File: src/rtl/ntt_pkg.sv
// Shared NTT constants, unloader FSM state type and the conflict-free
// memory map used by both the loader/unloader and the NTT address path.
package ntt_pkg;

  localparam int unsigned ntt_data_width = 14;
  localparam int unsigned ntt_addr_width = 7;
  localparam int unsigned ntt_n_coeff    = 512;
  localparam int unsigned ntt_n_banks    = 4;

  typedef enum logic [1:0] {
    IDLE,
    READ,
    DRAIN,
    DONE
  } unload_state_t;

  // Bank = sum of the 2-bit digits of the index (top bit alone) mod 4.
  function automatic logic [1:0] map_bank(input logic [8:0] a);
    logic [1:0] s;
    s = a[1:0] + a[3:2] + a[5:4] + a[7:6] + {1'b0, a[8]};
    return s;
  endfunction

  function automatic logic [6:0] map_offset(input logic [8:0] a);
    return a[8:2];
  endfunction

endpackage

File: src/rtl/coeff_unloader_if.sv
// Bank read port and output coefficient stream of the unloader.
//   bank_addr_0..3 / bank_ren : read request into the four data banks
//   bank_q_0..3               : bank read data, one cycle after bank_ren
//   dout_*                    : valid/ready coefficient stream, last on index 511
interface coeff_unloader_if #(
  parameter int unsigned data_width = 14,
  parameter int unsigned addr_width = 7
);
  logic [addr_width-1:0] bank_addr_0;
  logic [addr_width-1:0] bank_addr_1;
  logic [addr_width-1:0] bank_addr_2;
  logic [addr_width-1:0] bank_addr_3;
  logic [3:0]            bank_ren;
  logic [data_width-1:0] bank_q_0;
  logic [data_width-1:0] bank_q_1;
  logic [data_width-1:0] bank_q_2;
  logic [data_width-1:0] bank_q_3;
  logic [data_width-1:0] dout_data;
  logic                  dout_valid;
  logic                  dout_ready;
  logic                  dout_last;

  modport master (
    output bank_addr_0, bank_addr_1, bank_addr_2, bank_addr_3, bank_ren,
    output dout_data, dout_valid, dout_last,
    input  bank_q_0, bank_q_1, bank_q_2, bank_q_3, dout_ready
  );

  modport slave (
    input  bank_addr_0, bank_addr_1, bank_addr_2, bank_addr_3, bank_ren,
    input  dout_data, dout_valid, dout_last,
    output bank_q_0, bank_q_1, bank_q_2, bank_q_3, dout_ready
  );
endinterface

File: src/rtl/stream_fifo.sv
// Synchronous FIFO with occupancy count; push and pop in the same cycle are
// both honoured, including a push into a full FIFO that is being popped.
//   push/push_data : write side
//   pop/pop_data   : read side, pop_data is the head entry ('0 when empty)
//   count          : current occupancy, valid : FIFO not empty
module stream_fifo #(
  parameter int unsigned width = 15,
  parameter int unsigned depth = 4,
  localparam int unsigned ptr_w = (depth > 1) ? $clog2(depth) : 1,
  localparam int unsigned cnt_w = $clog2(depth + 1)
) (
  input  logic             clk,
  input  logic             rst,
  input  logic             push,
  input  logic [width-1:0] push_data,
  input  logic             pop,
  output logic [width-1:0] pop_data,
  output logic [cnt_w-1:0] count,
  output logic             valid
);
  logic [width-1:0] mem [depth];
  logic [ptr_w-1:0] wr_ptr;
  logic [ptr_w-1:0] rd_ptr;
  logic             full;
  logic             push_ok;
  logic             pop_ok;

  assign valid    = (count != '0);
  assign full     = (count == cnt_w'(depth));
  assign pop_ok   = pop && valid;
  assign push_ok  = push && (!full || pop_ok);
  assign pop_data = valid ? mem[rd_ptr] : '0;

  always_ff @(posedge clk) begin
    if (push_ok) mem[wr_ptr] <= push_data;
  end

  always_ff @(posedge clk) begin
    if (rst) begin
      wr_ptr <= '0;
      rd_ptr <= '0;
      count  <= '0;
    end else begin
      if (push_ok) wr_ptr <= (wr_ptr == ptr_w'(depth - 1)) ? '0 : wr_ptr + 1'b1;
      if (pop_ok)  rd_ptr <= (rd_ptr == ptr_w'(depth - 1)) ? '0 : rd_ptr + 1'b1;
      case ({push_ok, pop_ok})
        2'b10:   count <= count + 1'b1;
        2'b01:   count <= count - 1'b1;
        default: count <= count;
      endcase
    end
  end
endmodule

File: src/rtl/coeff_unloader.sv
// Streams the 512 coefficients out of the four data banks in natural order.
// Each index is translated through the bank/offset memory map, read with one
// cycle latency and pushed into a skid FIFO that absorbs backpressure.
//   clk, rst : clock, synchronous active-high reset
//   start    : begins an unload (IDLE only)
//   busy     : unload in progress (through the done cycle)
//   done     : one-cycle pulse after the last beat is accepted
//   bus      : bank read port and output stream (master side)
module coeff_unloader
  import ntt_pkg::*;
#(
  parameter int unsigned data_width = ntt_data_width,
  parameter int unsigned addr_width = ntt_addr_width,
  parameter int unsigned n_coeff    = ntt_n_coeff,
  parameter int unsigned fifo_depth = 4
) (
  input  logic clk,
  input  logic rst,
  input  logic start,
  output logic busy,
  output logic done,
  coeff_unloader_if.master bus
);
  localparam int unsigned cnt_w = $clog2(fifo_depth + 1);

  unload_state_t         state, state_nxt;
  logic [9:0]            idx;
  logic                  last_idx;
  logic                  credit_ok;
  logic                  issue;
  logic                  rd_pend;
  logic                  rd_last;
  logic [1:0]            rd_bank;
  logic [data_width-1:0] q_sel;
  logic [cnt_w-1:0]      fifo_count;
  logic                  fifo_valid;
  logic [data_width:0]   fifo_out;
  logic                  pop;

  assign last_idx  = (idx[8:0] == 9'(n_coeff - 1));
  assign credit_ok = (int'(fifo_count) + int'(rd_pend)) <= (int'(fifo_depth) - 2);
  assign issue     = (state == READ) && credit_ok && !idx[9];
  assign pop       = fifo_valid && bus.dout_ready;

  assign busy = (state != IDLE);
  assign done = (state == DONE);

  always_comb begin
    state_nxt = state;
    case (state)
      IDLE:  if (start) state_nxt = READ;
      READ:  if (issue && last_idx) state_nxt = DRAIN;
      // Look through the pop of the final beat so done follows it directly.
      DRAIN: if (!rd_pend && (fifo_count == '0 || (fifo_count == cnt_w'(1) && pop)))
               state_nxt = DONE;
      DONE:  state_nxt = IDLE;
      default: state_nxt = IDLE;
    endcase
  end

  always_ff @(posedge clk) begin
    if (rst) begin
      state   <= IDLE;
      idx     <= '0;
      rd_pend <= 1'b0;
      rd_bank <= '0;
      rd_last <= 1'b0;
    end else begin
      state   <= state_nxt;
      rd_pend <= issue;
      if (state == IDLE && start) idx <= '0;
      else if (issue)             idx <= idx + 1'b1;
      if (issue) begin
        rd_bank <= map_bank(idx[8:0]);
        rd_last <= last_idx;
      end
    end
  end

  always_comb begin
    bus.bank_ren    = '0;
    bus.bank_addr_0 = '0;
    bus.bank_addr_1 = '0;
    bus.bank_addr_2 = '0;
    bus.bank_addr_3 = '0;
    if (issue) begin
      bus.bank_ren    = 4'(1) << map_bank(idx[8:0]);
      bus.bank_addr_0 = map_offset(idx[8:0]);
      bus.bank_addr_1 = map_offset(idx[8:0]);
      bus.bank_addr_2 = map_offset(idx[8:0]);
      bus.bank_addr_3 = map_offset(idx[8:0]);
    end
  end

  always_comb begin
    q_sel = '0;
    case (rd_bank)
      2'd0: q_sel = bus.bank_q_0;
      2'd1: q_sel = bus.bank_q_1;
      2'd2: q_sel = bus.bank_q_2;
      2'd3: q_sel = bus.bank_q_3;
      default: q_sel = '0;
    endcase
  end

  stream_fifo #(
    .width (data_width + 1),
    .depth (fifo_depth)
  ) u_fifo (
    .clk       (clk),
    .rst       (rst),
    .push      (rd_pend),
    .push_data ({rd_last, q_sel}),
    .pop       (pop),
    .pop_data  (fifo_out),
    .count     (fifo_count),
    .valid     (fifo_valid)
  );

  assign bus.dout_valid = fifo_valid;
  assign bus.dout_last  = fifo_out[data_width];
  assign bus.dout_data  = fifo_out[data_width-1:0];
endmodule

File: src/flat_wrapper.sv
// flat-port wrapper written by rule: the top's interface ports become plain ports
module coeff_unloader_flat import ntt_pkg::*;
#(
  parameter int unsigned data_width = ntt_data_width,
  parameter int unsigned addr_width = ntt_addr_width,
  parameter int unsigned n_coeff    = ntt_n_coeff,
  parameter int unsigned fifo_depth = 4
)
  (clk, rst, start, busy, done, bus_bank_addr_0, bus_bank_addr_1, bus_bank_addr_2, bus_bank_addr_3, bus_bank_ren, bus_dout_data, bus_dout_valid, bus_dout_last, bus_bank_q_0, bus_bank_q_1, bus_bank_q_2, bus_bank_q_3, bus_dout_ready);
  coeff_unloader_if #(.data_width(data_width), .addr_width(addr_width)) bus_i ();
  input  logic clk;
  input  logic rst;
  input  logic start;
  output logic busy;
  output logic done;
  output wire logic [$bits(bus_i.bank_addr_0)-1:0] bus_bank_addr_0;
  output wire logic [$bits(bus_i.bank_addr_1)-1:0] bus_bank_addr_1;
  output wire logic [$bits(bus_i.bank_addr_2)-1:0] bus_bank_addr_2;
  output wire logic [$bits(bus_i.bank_addr_3)-1:0] bus_bank_addr_3;
  output wire logic [$bits(bus_i.bank_ren)-1:0] bus_bank_ren;
  output wire logic [$bits(bus_i.dout_data)-1:0] bus_dout_data;
  output wire logic [$bits(bus_i.dout_valid)-1:0] bus_dout_valid;
  output wire logic [$bits(bus_i.dout_last)-1:0] bus_dout_last;
  input wire logic [$bits(bus_i.bank_q_0)-1:0] bus_bank_q_0;
  input wire logic [$bits(bus_i.bank_q_1)-1:0] bus_bank_q_1;
  input wire logic [$bits(bus_i.bank_q_2)-1:0] bus_bank_q_2;
  input wire logic [$bits(bus_i.bank_q_3)-1:0] bus_bank_q_3;
  input wire logic [$bits(bus_i.dout_ready)-1:0] bus_dout_ready;
  assign bus_bank_addr_0 = bus_i.bank_addr_0;
  assign bus_bank_addr_1 = bus_i.bank_addr_1;
  assign bus_bank_addr_2 = bus_i.bank_addr_2;
  assign bus_bank_addr_3 = bus_i.bank_addr_3;
  assign bus_bank_ren = bus_i.bank_ren;
  assign bus_dout_data = bus_i.dout_data;
  assign bus_dout_valid = bus_i.dout_valid;
  assign bus_dout_last = bus_i.dout_last;
  assign bus_i.bank_q_0 = bus_bank_q_0;
  assign bus_i.bank_q_1 = bus_bank_q_1;
  assign bus_i.bank_q_2 = bus_bank_q_2;
  assign bus_i.bank_q_3 = bus_bank_q_3;
  assign bus_i.dout_ready = bus_dout_ready;
  coeff_unloader #(.data_width(data_width), .addr_width(addr_width), .n_coeff(n_coeff), .fifo_depth(fifo_depth)) u_core (.clk(clk), .rst(rst), .start(start), .busy(busy), .done(done), .bus(bus_i));
endmodule
File: config.mk
export PLATFORM = sky130hd
export DESIGN_NAME = coeff_unloader_flat
export DESIGN_NICKNAME = d
export VERILOG_FILES = /design/src/rtl/ntt_pkg.sv /design/src/rtl/coeff_unloader_if.sv /design/src/rtl/stream_fifo.sv /design/src/rtl/coeff_unloader.sv /design/src/flat_wrapper.sv
export SDC_FILE = /design/constraint.sdc
export NUM_CORES = 1
export LEC_CHECK = 0
export BUFFER_PORTS_ARGS = -buffer_cell sky130_fd_sc_hd__buf_2
export CAP_MARGIN = 0
export CORE_UTILIZATION = 33
export CTS_BUF_LIST = sky130_fd_sc_hd__clkbuf_8 sky130_fd_sc_hd__clkbuf_16
export CTS_CLUSTER_SIZE = 40
export DETAILED_ROUTE_END_ITERATION = 12
export MAX_ROUTING_LAYER = met4
export PLACE_DENSITY = 0.56
export SETUP_SLACK_MARGIN = 0.1
export SYNTH_ARGS = -nofsm -noshare
export SYNTH_HDL_FRONTEND = slang
export SYNTH_SLANG_ARGS = --single-unit
File: constraint.sdc
create_clock -name clk -period 2.7 [get_ports clk]
set_input_delay 0.27 -clock clk [delete_from_list [all_inputs] [get_ports clk]]
set_output_delay 0.27 -clock clk [all_outputs]
set_load 0.03 [all_outputs]
# --- Yosys cells after proc, flatten, opt, wreduce, memory -nomap -nowiden ---
# Memory sizes are Yosys's and may differ from the RTL's. A register that Yosys moved wholly into a read port is not among the register bits.
# Cells that the tools add are included.
word_totals:
  mem_bits_rw: 60
  n_memories: 1
  wordCells: 74
  register_bits: 23
  input_bits: 60
memory_table:
  columns: ["memory", "depth", "width", "rd", "rd_ports_with_merged_regs", "write_ports", "line_no", "rtl"]
  rows:
  - ["u_core.u_fifo.mem", 4, 15, 1, 1, 1, "stream_fifo.sv:21", "logic [width-1:0] mem [depth];"]
op_classes:
  addsub: 10
  order_cmp: 1
  shifts: 1
  eq_ne: 16
  mux: 15
  reduce_logical: 22
ops:
  columns: ["cell", "n"]
  rows:
  - ["$pmux W14 S4", 1]
  - ["$le A32 B3 Y1 const B", 1]
  - ["$mux W15", 1]
  - ["$eq A2 B2 Y1 const B", 7]
  - ["$mux W2", 7]
  - ["$add A10 B1 Y10 const B", 1]
  - ["$eq A9 B9 Y1 const B", 1]
  - ["$logic_and A1 B1 Y1", 9]
  - ["$pmux W2 S4", 1]
  - ["$mux W7", 1]
  - ["$add A2 B2 Y2", 3]
  - ["$eq A2 B1 Y1 const B", 3]
  - ["$pmux W3 S2", 1]
  - ["$add A2 B1 Y2 const B", 2]
  - ["$add A3 B1 Y4", 1]
  - ["$logic_not A2 Y1", 2]
  - ["$mux W4", 1]
  - ["$ne A2 B2 Y1 const B", 2]
  - ["$reduce_bool A2 Y1", 2]
  - ["$shl A1 B2 Y4 const A", 1]
  - ["$add A3 B1 Y3 const B", 1]
  - ["$eq A3 B1 Y1 const B", 1]
  - ["$eq A3 B3 Y1 const B", 1]
  - ["$logic_not A1 Y1", 3]
  - ["other kinds (9)", 11]

# --- Longest topological paths before layout ---
logic_depth:
  word_depth: 7
  ltp_mapped: 8
  ltp_nobuf: 8

# --- Cells and area by module ---
# From an unflattened synthesis, not the netlist that was laid out.
unflattened:
  hier_cells: 316
  hier_area_um2: 4326.6
modules_own_cells:
  columns: ["mod", "cells_per_inst", "seq_area_each_um2", "area_each_um2", "instances"]
  rows:
  - ["stream_fifo", 155, 1981.9, 2803.9, 1]
  - ["coeff_unloader", 161, 320.3, 1522.7, 1]

# --- Worst setup path before layout ---
# OpenSTA, ideal clock, no wires.
synth_path:
  kind: "register -> output"
  start: "reg u_core.idx[0]"
  end: "out bus_bank_ren[3]"
  stages_incl_launch_ff: 8
  path_slack_ps: -155
  t_arrival_ps: 2585
  t_required_ps: 2430
  n_path_buf: 0
  cell_sequence: "dfxtp_1 -> fa_1 -> inv_1 -> fa_1 -> xnor2_1 -> xnor2_1 -> xnor2_1 -> nor3b_1"
synth_between:
  elab_chain_cells: 6
synth_lines:
  columns: ["element", "line_no", "rtl"]
  rows:
  - ["from (decl)", "coeff_unloader.sv:27", "logic [9:0] idx;"]
  - ["from (signal assigned)", "coeff_unloader.sv:72", "else if (issue) idx <= idx + 1'b1;"]
  - ["$add A2 B2 Y2 (3 in series)", "ntt_pkg.sv:20", "s = a[1:0] + a[3:2] + a[5:4] + a[7:6] + {1'b0, a[8]};"]
  - ["$add A2 B1 Y2", "ntt_pkg.sv:20", null]
  - ["$shl A1 B2 Y4", "coeff_unloader.sv:87", "bus.bank_ren = 4'(1) << map_bank(idx[8:0]);"]
  - ["$mux W4", "coeff_unloader.sv:86", "if (issue) begin"]
  - ["to (decl)", "flat_wrapper.sv:20", "output wire logic [$bits(bus_i.bank_ren)-1:0] bus_bank_ren;"]
# Every way passes these cells.

# --- Final worst setup path ---
layout_path:
  start: "reg u_core.idx[0]"
  end: "out bus_bank_ren[1]"
# The elaborated chain is that of the path after synthesis.

==> flow_summary.yaml <==
sta:
  fin_crit_sh_pct: 103.4
  fmax_mhz: 358.1
  finalSetupViolations: 4
  worst_pin_slew_ps: 906.4
  hold_viol_final: 0
  fin_ws_ps: -92.26
  rsz0062_at_grt: "true"
  clock_skew_ps: 6.062
  slew_headroom_pct: 39.49
  period_minus_slack_ps: 2792
  slew_violations: 0
detailed_routing:
  vias: 2761
  drc: 0
  drt-initial-drc-count: 133
  first_pass_iters: 5
  routedWlPerCell_um: 15.27
  via_per_inst: 4.672
  wirelength_um: 9024
  drtAntennaViolNets: 0
placement:
  place_congestion: 0.8176
  placed_area_um2: 4907
  dpl.hpwl_um: 6473
  portBuffers: 109
  dp.cells: 567
setup_path:
  critical_path.top_delay_family: "adder cells"
  crit_slowest_cell: "fa_1"
  crit_path_start: "u_core.idx[0]"
  path_common_cell: "xnor2_2"
  critPathLaunchType: "flop"
  max_stage_delay_ps: 540
  end_kind: "primary output"
  reg2reg_from: "u_core.u_fifo.count[1]"
  crit_fanout: 4
  crit_buf_inv: 3
  critPathKind: "flop to primary output"
  worstPathRequired_ps: 2430
  crit_chain: "fa_1 > inv_1 > fa_2 > xnor2_2 > xnor2_2 > xnor2_2 > buf_4 > nor3_4 > buf_6"
  worstPathArrival_ps: 2520
hold_path:
  holdCritPathClass: "input pin to flop"
  hp-start: "bus_dout_ready"
floorplanning:
  die_width_um: 115.6
  initial_utilization_pct: 33.77
  ioPinCount: 110
  die-area_um2: 13370
  core_area_um2: 12620
  core.rowCount: 41
  die_h_um: 115.6
global_routing:
  grt_pass1_wl_um: 14460
  grt_antenna_before_repair: 0
  overflow: 0
  grtUsageTotal_pct: 15.02
  grt_max_degree: 17
  grt_pass1_vias: 2853
layout:
  n_antenna_cell: 0
  fin_cells: 591
  drive_gt1_share_pct: 44.87
  fin_nets: 494
  syn2layout_area_growth_pct: 25.25
  postLayoutCellArea_um2: 5338
power_and_ir_drop:
  pwr-share-seq_pct: 35.6
  comb_power_share_pct: 37.9
  netSwitchingFraction_pct: 34.75
  p_int_mw: 3.076
  ir_drop_uv: 312.1
  p_per_area_nw_per_um2: 883.2
  power.switching_mw: 1.638
  clockPowerShare_pct: 26.5
  leakagePower_nw: 2.121
clock_tree:
  cts_hold_buf: 0
  cts_inserted_buffers: 9
  clk_latency_ps: 330
  htreeDepth: 3
  cts_tree: "yes"
  cts.sinks: 85
  ctsRootBufferMaster: "clkbuf_16"
  path_clk_slew_ps: 60
  cts_buffer_depth: 2
synth:
  syn_avg_cell_area_um2: 13.84
  synth_top_cells_by_area: "edfxtp_1 (42%), mux4_2 (15%), dfxtp_1 (12%)"
  netlist_area_um2: 4262
  yosysUniqueCellTypes: 40
  synth_edf_count: 60
  synthArstFlopShare_pct: 0
  ys_ff_latch: 85
  synthTopCellsByCount: "edfxtp_1 (60), mux4_2 (29), dfxtp_1 (25)"
  yosysWarnings: 0
  yosysTopAreaCell: "edfxtp_1"
  postSynthCellCount: 308
  yosysMostFrequentCell: "edfxtp_1"
  synth_seq_area_share_pct: 54.02
  synth_top_area_share_pct: 42.28
  postSynthNetCount: 388
  synth-main-ff-cell: "edfxtp_1"
outcome:
  status: "finished, violations left"
  violations: "negative setup slack"
job:
  drv_cap: 0
==> placed cells by master, fill, tap and decap left out, types with 4 or more instances in the layout <==
master	instances
buf_2	105
edfxtp_1	60
mux4_2	29
nor2_1	23
buf_4	23
dfxtp_1	22
and2_1	21
ha_1	18
inv_1	11
nand2_1	11
clkbuf_16	9
nand3_1	8
a21oi_1	8
and3_1	6
xnor2_1	5
xor2_1	5
nand2b_1	4
==> metal layers <==
metal	GRT usage [%]	routed length, um
met2	25.75	4471
met3	3.713	423
met1	17.63	4071
met4	4.017	58
met5	-	0
==> metrics by stage <==
step | power, mW | TNS, ps | utilization (%) | hold slack (ps) | setup WS [ps]
floorplan | 2.936 | 0 | - | 342.1 | 89.04
global placement | 3.397 | 0 | 38.89 | 474.8 | 105.9
detailed placement | 3.427 | 0 | 38.89 | 483.7 | 61.72
CTS | 4.734 | -330.3 | 41.96 | 289.5 | -95.02
global route | 4.977 | -651.5 | 42.30 | 311.6 | -188.5
finish | 4.714 | -250.8 | 42.30 | 292.4 | -92.26
==> worst paths after layout <==
check                                           endpoint  slack [ps]  cells after the start
worst min register to register   u_core.u_fifo.rd_ptr[1]         480                      2
worst min-delay path             u_core.u_fifo.rd_ptr[1]         290                      3
worst max-delay path                     bus_bank_ren[1]         -90                      9
worst max register to register  u_core.u_fifo.mem[0][13]         490                      6
==> logic make-up (layout without fill, tap and decap cells) <==
kind of cell / Yosys count / count (layout) / synth area share (%)
XOR/XNOR: 13 / 13 / 2.672
multiplexers: 32 / 32 / 16.03
buffers and inverters: 46 / 157 / 6.195
AO/OA/AOI/OAI: 25 / 25 / 4.169
flip-flops: 85 / 85 / 54.02
AND/OR/NAND/NOR: 87 / 87 / 10.69
adder cells (fa/ha/maj): 20 / 20 / 6.224
==> worst min-delay path, cell delays in order <==
cell and delay, ps:
buf_2 140, nand3_1 90, a21oi_1 70
==> sequential cells by signal (all words and copies together), names as in the netlist, named ones only <==
register / cells
u_core.idx: 10
u_core.rd_bank: 2
u_core.rd_last: 1
u_core.rd_pend: 1
u_core.state: 2
u_core.u_fifo.count: 3
u_core.u_fifo.mem: 60
u_core.u_fifo.rd_ptr: 2
u_core.u_fifo.wr_ptr: 2
==> power groups by stage <==
| stage | Combinational (mW) | Clock [mW] | Sequential [mW] |
|---|---|---|---|
| 5_1_grt | 1.96 | 1.32 | 1.70 |
| 3_3_place_gp | 1.69 | 0 | 1.70 |
| 3_5_place_dp | 1.72 | 0 | 1.71 |
| 2_1_floorplan | 1.26 | 0 | 1.67 |
| 6_report | 1.79 | 1.25 | 1.68 |
| 4_1_cts | 1.77 | 1.28 | 1.68 |
==> cell type report <==
type / count / area (um^2)
sequential: 85 / 2308
clock buffer: 9 / 225.2
timing repair buffer: 130 / 720.7
multi-input combinational: 177 / 1744
tap: 172 / 215.2
fill: 1203 / 7282
inverter: 11 / 41.29
clock inverter: 7 / 82.58
==> what timing repair did <==
| item | CTS | global route |
|---|---|---|
| pin swaps | 5 | 3 |
| resized for setup | 11 | 6 |
| buffers inserted | 5 | 3 |
| setup endpoints to repair | 18 | 29 |
Power figures use the tool's default switching activity.
